`config.mk`:
```
export PLATFORM = sky130hd
export DESIGN_NAME = serial_add_ctrl
export DESIGN_NICKNAME = d
export VERILOG_FILES = /design/src/rtl/serial_add_ctrl_pkg.sv /design/src/rtl/serial_add_ctrl_add_1.sv /design/src/rtl/serial_add_ctrl.sv
export SDC_FILE = /design/constraint.sdc
export NUM_CORES = 1
export LEC_CHECK = 0
export CAP_MARGIN = 20
export CORE_ASPECT_RATIO = 2
export CORE_MARGIN = 2
export CORE_UTILIZATION = 39
export CTS_CLUSTER_DIAMETER = 200
export DETAILED_ROUTE_END_ITERATION = 10
export HOLD_SLACK_MARGIN = 0.05
export PLACE_DENSITY_LB_ADDON = 0.3
export RECOVER_POWER = 25
export SLEW_MARGIN = 20
export SYNTH_ARGS = -nofsm -noshare
export SYNTH_HDL_FRONTEND = slang
export SYNTH_SLANG_ARGS = --single-unit
```
`constraint.sdc`:
```
create_clock -name clk -period 1.8 [get_ports clk]
set_clock_uncertainty 0.2 [all_clocks]
set_input_delay 0.36 -clock clk [delete_from_list [all_inputs] [get_ports clk]]
set_output_delay 0.36 -clock clk [all_outputs]
set_load 0.01 [all_outputs]
```
`src/rtl/serial_add_ctrl_pkg.sv`:
```
// Shared definitions for the bit-serial adder sequencer: FSM state type, the
// default operand width and the bit-counter sizing helper.
package serial_add_ctrl_pkg;

    localparam int unsigned ADD_W = 8;

    // 2'b11 is unused and steers back to StIdle.
    typedef enum logic [1:0] {
        StIdle = 2'b00,
        StRun  = 2'b01,
        StDone = 2'b10
    } state_e;

    // The counter only has to reach width-1; keep at least one bit for width 1.
    function automatic int unsigned cnt_width(input int unsigned w);
        return (w > 1) ? $clog2(w) : 1;
    endfunction

endpackage

```
`src/rtl/serial_add_ctrl_add_1.sv`:
```
// One-bit full adder made of two half-adder stages; the serial sequencer
// reuses this single cell for every bit position.
module add_1 (
    input  logic a,
    input  logic b,
    input  logic cin,
    output logic sum,
    output logic cout
);

    logic h0_sum;
    logic h0_carry;
    logic h1_carry;

    // First stage adds the operand bits, second stage folds in the carry.
    always_comb begin
        h0_sum   = a ^ b;
        h0_carry = a & b;
        sum      = h0_sum ^ cin;
        h1_carry = h0_sum & cin;
        cout     = h0_carry | h1_carry;
    end

endmodule

```
`src/rtl/serial_add_ctrl.sv`:
```
// Bit-serial adder: captures two WIDTH-bit operands and a carry-in on start, feeds one
// bit pair per clock through a shared full adder (LSB first), then pulses done with the result.
module serial_add_ctrl
    import serial_add_ctrl_pkg::*;
#(
    parameter int unsigned WIDTH = ADD_W
) (
    input  logic             clk,
    input  logic             rst_n,
    input  logic             start,
    input  logic [WIDTH-1:0] a,
    input  logic [WIDTH-1:0] b,
    input  logic             cin,
    output logic             busy,
    output logic             done,
    output logic [WIDTH-1:0] sum,
    output logic             cout
);

    localparam int unsigned     CW       = cnt_width(WIDTH);
    localparam logic [CW-1:0]   CNT_LAST = CW'(WIDTH - 1);

    state_e           state_q, state_d;
    logic [WIDTH-1:0] a_sh_q, a_sh_d;
    logic [WIDTH-1:0] b_sh_q, b_sh_d;
    logic [WIDTH-1:0] acc_q, acc_d;
    logic [WIDTH-1:0] sum_q, sum_d;
    logic [CW-1:0]    cnt_q, cnt_d;
    logic             c_q, c_d;
    logic             cout_q, cout_d;
    logic             done_q, done_d;

    logic             fa_sum;
    logic             fa_cout;
    logic [WIDTH-1:0] acc_shift;
    logic             accept;
    logic             last_bit;

    add_1 u_fa (
        .a    (a_sh_q[0]),
        .b    (b_sh_q[0]),
        .cin  (c_q),
        .sum  (fa_sum),
        .cout (fa_cout)
    );

    // New sum bits enter at the MSB so the first (LSB) result bit ends up at bit 0.
    if (WIDTH == 1) begin : g_acc_w1
        assign acc_shift = fa_sum;
    end else begin : g_acc_wn
        assign acc_shift = {fa_sum, acc_q[WIDTH-1:1]};
    end

    assign accept   = start && ((state_q == StIdle) || (state_q == StDone));
    assign last_bit = (state_q == StRun) && (cnt_q == CNT_LAST);

    always_comb begin
        state_d = state_q;
        a_sh_d  = a_sh_q;
        b_sh_d  = b_sh_q;
        acc_d   = acc_q;
        sum_d   = sum_q;
        cnt_d   = cnt_q;
        c_d     = c_q;
        cout_d  = cout_q;
        done_d  = 1'b0;

        case (state_q)
            StIdle: begin
                if (accept) begin
                    state_d = StRun;
                end
            end
            StRun: begin
                a_sh_d = a_sh_q >> 1;
                b_sh_d = b_sh_q >> 1;
                acc_d  = acc_shift;
                c_d    = fa_cout;
                if (last_bit) begin
                    sum_d   = acc_shift;
                    cout_d  = fa_cout;
                    done_d  = 1'b1;
                    state_d = StDone;
                end else begin
                    cnt_d = cnt_q + CW'(1);
                end
            end
            StDone: begin
                state_d = accept ? StRun : StIdle;
            end
            default: begin
                state_d = StIdle;
            end
        endcase

        // Operand capture shares one path for the idle and back-to-back cases.
        if (accept) begin
            a_sh_d = a;
            b_sh_d = b;
            c_d    = cin;
            cnt_d  = '0;
            acc_d  = '0;
        end
    end

    always_ff @(posedge clk or negedge rst_n) begin
        if (!rst_n) begin
            state_q <= StIdle;
            a_sh_q  <= '0;
            b_sh_q  <= '0;
            acc_q   <= '0;
            sum_q   <= '0;
            cnt_q   <= '0;
            c_q     <= 1'b0;
            cout_q  <= 1'b0;
            done_q  <= 1'b0;
        end else begin
            state_q <= state_d;
            a_sh_q  <= a_sh_d;
            b_sh_q  <= b_sh_d;
            acc_q   <= acc_d;
            sum_q   <= sum_d;
            cnt_q   <= cnt_d;
            c_q     <= c_d;
            cout_q  <= cout_d;
            done_q  <= done_d;
        end
    end

    assign busy = (state_q == StRun);
    assign done = done_q;
    assign sum  = sum_q;
    assign cout = cout_q;

endmodule

```
---- Word level (Yosys, flattened, before mapping) ----
Index checks and enable logic that the tools add are counted.
operators by class
  reduce and logical (&&, ||, !) cells .... 8
  multiplexer cells ....................... 17
  equality and inequality tests ........... 6
  bitwise gates (word level) .............. 5
  $add $sub $neg .......................... 1
operators by type and width
  kind                   count
  $mux W8                6
  $mux W3                3
  $pmux W2 S3            1
  $reduce_and A2 Y1      3
  $mux W1                5
  $mux W2                2
  $ne A2 B2 Y1 const B   2
  $add A3 B1 Y3 const B  1
  $eq A3 B3 Y1 const B   1
  $and A1 B1 Y1          2
  $eq A2 B1 Y1 const B   1
  $eq A2 B2 Y1 const B   1
  $logic_and A1 B1 Y1    2
  $logic_not A2 Y1       1
  $ne A2 B1 Y1 const B   1
  $reduce_bool A2 Y1     1
  $xor A1 B1 Y1          2
  $logic_or A1 B1 Y1     1
  $or A1 B1 Y1           1
storage, ports and cells
  input port bits ......................... 20
  register bits after elaboration ......... 40
  output and inout port bits .............. 11
  word-level logic and storage cells ...... 46

---- Longest topological paths before layout ----
  word-level depth ........................ 5
  depth in mapped cells ................... 7

---- Cells and area by module ----
A second synthesis with hierarchy kept.
second synthesis, totals
  cells, all modules ...................... 142
  area total of the unflattened synthesis .. 1,981.9 um^2
modules (own cells, without submodules)
  module           times used  cells each  area each (um^2)
  serial_add_ctrl  1           141         1,961.9
  add_1            1           1           20.0

---- Worst setup path after synthesis ----
Ideal clock, no wire load.
  path kind ............................... reg-to-reg
  start ................................... register cnt_q[0]
  end ..................................... register cnt_q[1]
  slack ................................... -0.091 ns
  cell stages (with the launch flop) ...... 6
  setup time .............................. 0.121 ns
  arrival ................................. 1.570 ns
  buffers on the path ..................... 0
  cells stage by stage .................... dfrtp_1 ha_1 ha_1 or2_2 mux2_1 a22o_1
on the way
  word-level cells in the longest chain between the ends .. 4
RTL lines
  item                                                   RTL line                                      RTL
  start, declared                                        serial_add_ctrl.sv:28                         logic [CW-1:0] cnt_q, cnt_d;
  start signal, assigned                                 serial_add_ctrl.sv:123                        cnt_q <= cnt_d;
  $add A3 B1 Y3 / $eq A3 B3 Y1 (equally long branches)   serial_add_ctrl.sv:85, serial_add_ctrl.sv:55
  $mux W3 / $logic_and A1 B1 Y1 (equally long branches)  serial_add_ctrl.sv:79, serial_add_ctrl.sv:55
  $mux W3 / $ne A2 B2 Y1 (equally long branches)         -
  $mux W3 / $reduce_and A2 Y1 (equally long branches)    -
Several ways; a longest one is shown, not always the timed one. The select of a mux whose other input is x is not followed.
A chain may end at the register's enable or synchronous reset.

---- Final worst setup path ----
  start ................................... register cnt_q[1]
  end ..................................... register cnt_q[1]
The elaborated chain is that of the path after synthesis.

==> run_results.csv <==
group,metric,value,unit
setup_path,cp_data_arrival_time,1.77,ns
min_path,hold_start,"sum[0]$_DFFE_PN0P_",
global_route,grt_pass1_wl,5840,um
clock_tree,cts_sinks,39,
floorplan,fp.dieH,98.8,um
setup_path,r2r_end,"cnt_q[1]$_DFFE_PN0P_",
setup_path,cp_max_fo,3,
synthesis,syn-instance-count,142,
synthesis,synth_edf_count,0,
synthesis,synth_nets,165,
place,place_congestion,0.802,
place,pre_cts_ws,-0.109,ns
setup_path,crit_start,"cnt_q[1]$_DFFE_PN0P_",
synthesis,ys_seq_area_share,55.7,%
status,run_status,"completed",
flow_run,maxCapViolCount,0,
synthesis,yosys.cell_count.top_type,"dfrtp_1",
setup_path,cp-end-kind,"register",
clock_tree,cts_tree,"yes",
layout,nets,206,
route,routed_wirelength,3480,um
setup_path,rrSetupSlack,0.01,ns
clock_tree,root_buffer,"clkbuf_8",
timing,finalMaxSlewViolations,0,
clock_tree,htreeDepth,2,
place,placed_cell_area,2150,um2
route,drc_errors,0,
place,dpl.hpwl,2460,um
layout,diodes,0,
timing,fin_ws,0.0143,ns
route,ant_nets,0,
timing,setup_violations,0,
clock_tree,cts_buffer_depth,2,
global_route,track_usage,15.7,%
setup_path,cp-start-kind,"register",
synthesis,async_flop_share,100,%
synthesis,avgSynthCellArea,12.3,um2
clock_tree,cts-buffers-inserted,5,
clock_tree,cts_setup_buffers,0,
timing,fin_crit,1.79,ns
route,drt_iter0_markers,25,
layout,drive_gt1_share,20.1,%
global_route,antenna_found_initial,0,
setup_path,cp.required,1.78,ns
min_path,min_path_type,"reg2reg",
place,portBuffers,30,
global_route,grt_pass1_vias,1257,
floorplan,start_util,40.4,%
clock_tree,clk-insertion-delay-late,0.29,ns
floorplan,die_w,51.4,um
setup_path,critPathKind,"reg2reg",
setup_path,r2r-start,"cnt_q[1]$_DFFE_PN0P_",
timing,fmax,0.560,GHz
route,wl_per_cell,14.6,um
timing,finalCritPeriodShare,99.2,%
global_route,grt_start_max_net_pins,40,
synthesis,synth-main-ff-cell,"dfrtp_1",
floorplan,core-area,4340,um2
route,dr_total_vias,1215,
min_path,hold_end,"sum[0]$_DFFE_PN0P_",
min_path,min_path_cells,1,
global_route,overflow,0,
timing,relSlewSlack,42.9,%
timing,worstMarginPinSlew,0.857,ns
synthesis,yosys-top-cells-count,"dfrtp_1 (39), a21oi_1 (15), inv_1 (13)",
floorplan,rows,34,
synthesis,synth_area_leaders,"dfrtp_1 (56%), mux2_4 (6.9%), mux2i_1 (4.6%)",
layout,final_area,2290,um2
timing,fin_hold_ws,0.308,ns
route,first_pass_iters,4,
synthesis,syn-cell-area,1750,um2
timing,hold_viol_final,0,
floorplan,design.die.area,5080,um2
timing,rsz0062_at_grt,"true",
power_and_ir_drop,p_per_area,1660,nW/um2
power_and_ir_drop,leakage,1.08,nW
synthesis,synth_cell_types,26,
synthesis,yosys_warnings,0,
synthesis,yosys.area.top_type,"dfrtp_1",
floorplan,ios,31,
setup_path,ff2ff_path_depth,5,
route,avgViaCountPerCell,5.11,
power_and_ir_drop,ir_drop,0.00108,V
synthesis,yosys_register_bits,39,
synthesis,yosysTopAreaCellShare,55.7,%
clock_tree,path_clk_slew,0.08,ns
layout,area_growth,30.9,%
[state kept, by name (all words and copies together), names as in the netlist]
signal,cells
a_sh_q,8
b_sh_q,8
sum,8
acc_q,7
cnt_q,3
state_q,2
c_q,1
cout,1
done,1
[repair_timing]
action                                  4_1_cts  5_1_grt
gates resized for setup                       2        5
endpoints found under the setup margin        2        5
endpoints found under the hold margin        39        0
hold buffers                                  1        0
pin swaps                                     0        2
[power breakdown]
group | switching [mW] | total, mW | internal (mW)
clock | 0.319 | 0.732 | 0.413
sequential | 0.262 | 1.52 | 1.26
combinational | 0.672 | 1.55 | 0.880
[how the worst max path moves through the flow]
stage | end | slack (ns) | cells after the start
after global placement | state_q[0]$_DFFE_PN0P_ | -0.08 | 5
after CTS | cnt_q[1]$_DFFE_PN0P_ | 0.003 | 5
after detailed placement | state_q[0]$_DFFE_PN0P_ | -0.11 | 5
after global routing | cnt_q[1]$_DFFE_PN0P_ | -0.01 | 5
final | cnt_q[1]$_DFFE_PN0P_ | 0.01 | 5
after floorplan | cnt_q[1]$_DFFE_PN0P_ | 0.01 | 5
[area by class of cell]
type                            count  area (um2)
Sequential cell                    39         976
Clock buffer                        5        68.8
Tap cell                           54        67.6
Fill cell                         398        2050
Multi-Input combinational cell     80         669
Timing Repair Buffer               43         409
Inverter                           14        57.6
Clock inverter                      3        43.8
[kinds of logic (layout without fill, tap and decap cells)]
logic type	after synthesis	count (layout)	synth area share (%)
DFF	39	39	55.7
muxes	18	18	12.7
adders and majority gates	3	3	2.57
buffers and inverters	23	65	7.29
and+or+nand+nor	15	15	5.50
AOI/OAI and AO/OA	44	44	16.2
[critical path, stage by stage (launching register included)]
cell     delay, ns
dfrtp_1       0.41
ha_2          0.21
ha_4          0.16
or2_4         0.23
mux2_4        0.29
a22o_1        0.17
[stage by stage]
stage / total power [mW] / instances / setup TNS, ns / util, %
CTS: 3.81 / 238 / 0 / 52.5
global placement: 2.99 / 229 / -0.141 / 49.6
finish: 3.81 / 238 / 0 / 52.8
global route: 4.09 / 238 / -0.0130 / 52.8
floorplan: 2.50 / 142 / 0 / -
detailed placement: 3.07 / 229 / -0.368 / 49.6
[layout by cell type (no fill, tap or decap)]
cell,instances
dfrtp_1,39
clkdlybuf4s50_1,26
a21oi_1,15
inv_1,13
o22ai_1,10
buf_4,10
mux2_4,9
a22o_1,9
mux2i_1,8
nor2b_1,7
a211oi_1,6
clkbuf_8,5
nand2_1,3
clkinv_4,2
o21ai_0,2
buf_2,2
dlymetal6s2s_1,2
nand2b_4,1
nand2_4,1
nor2_1,1
a21o_1,1
nand2b_1,1
or2_4,1
o21ai_1,1
mux2_2,1
fa_1,1
ha_2,1
ha_4,1
bufinv_16,1
clkinv_2,1
dlygate4sd3_1,1
dlygate4sd2_1,1
buf_12,1
[per-layer routing]
metal / GRT usage (%) / vias up / wire length [um]
li1: - / 582 / -
met1: 17.5 / 597 / 1330
met2: 27.2 / 29 / 1910
met3: 3.79 / 7 / 141
met4: 7.29 / 0 / 93
met5: 0 / - / 0
Note: power is estimated with default switching activity, not from simulation.
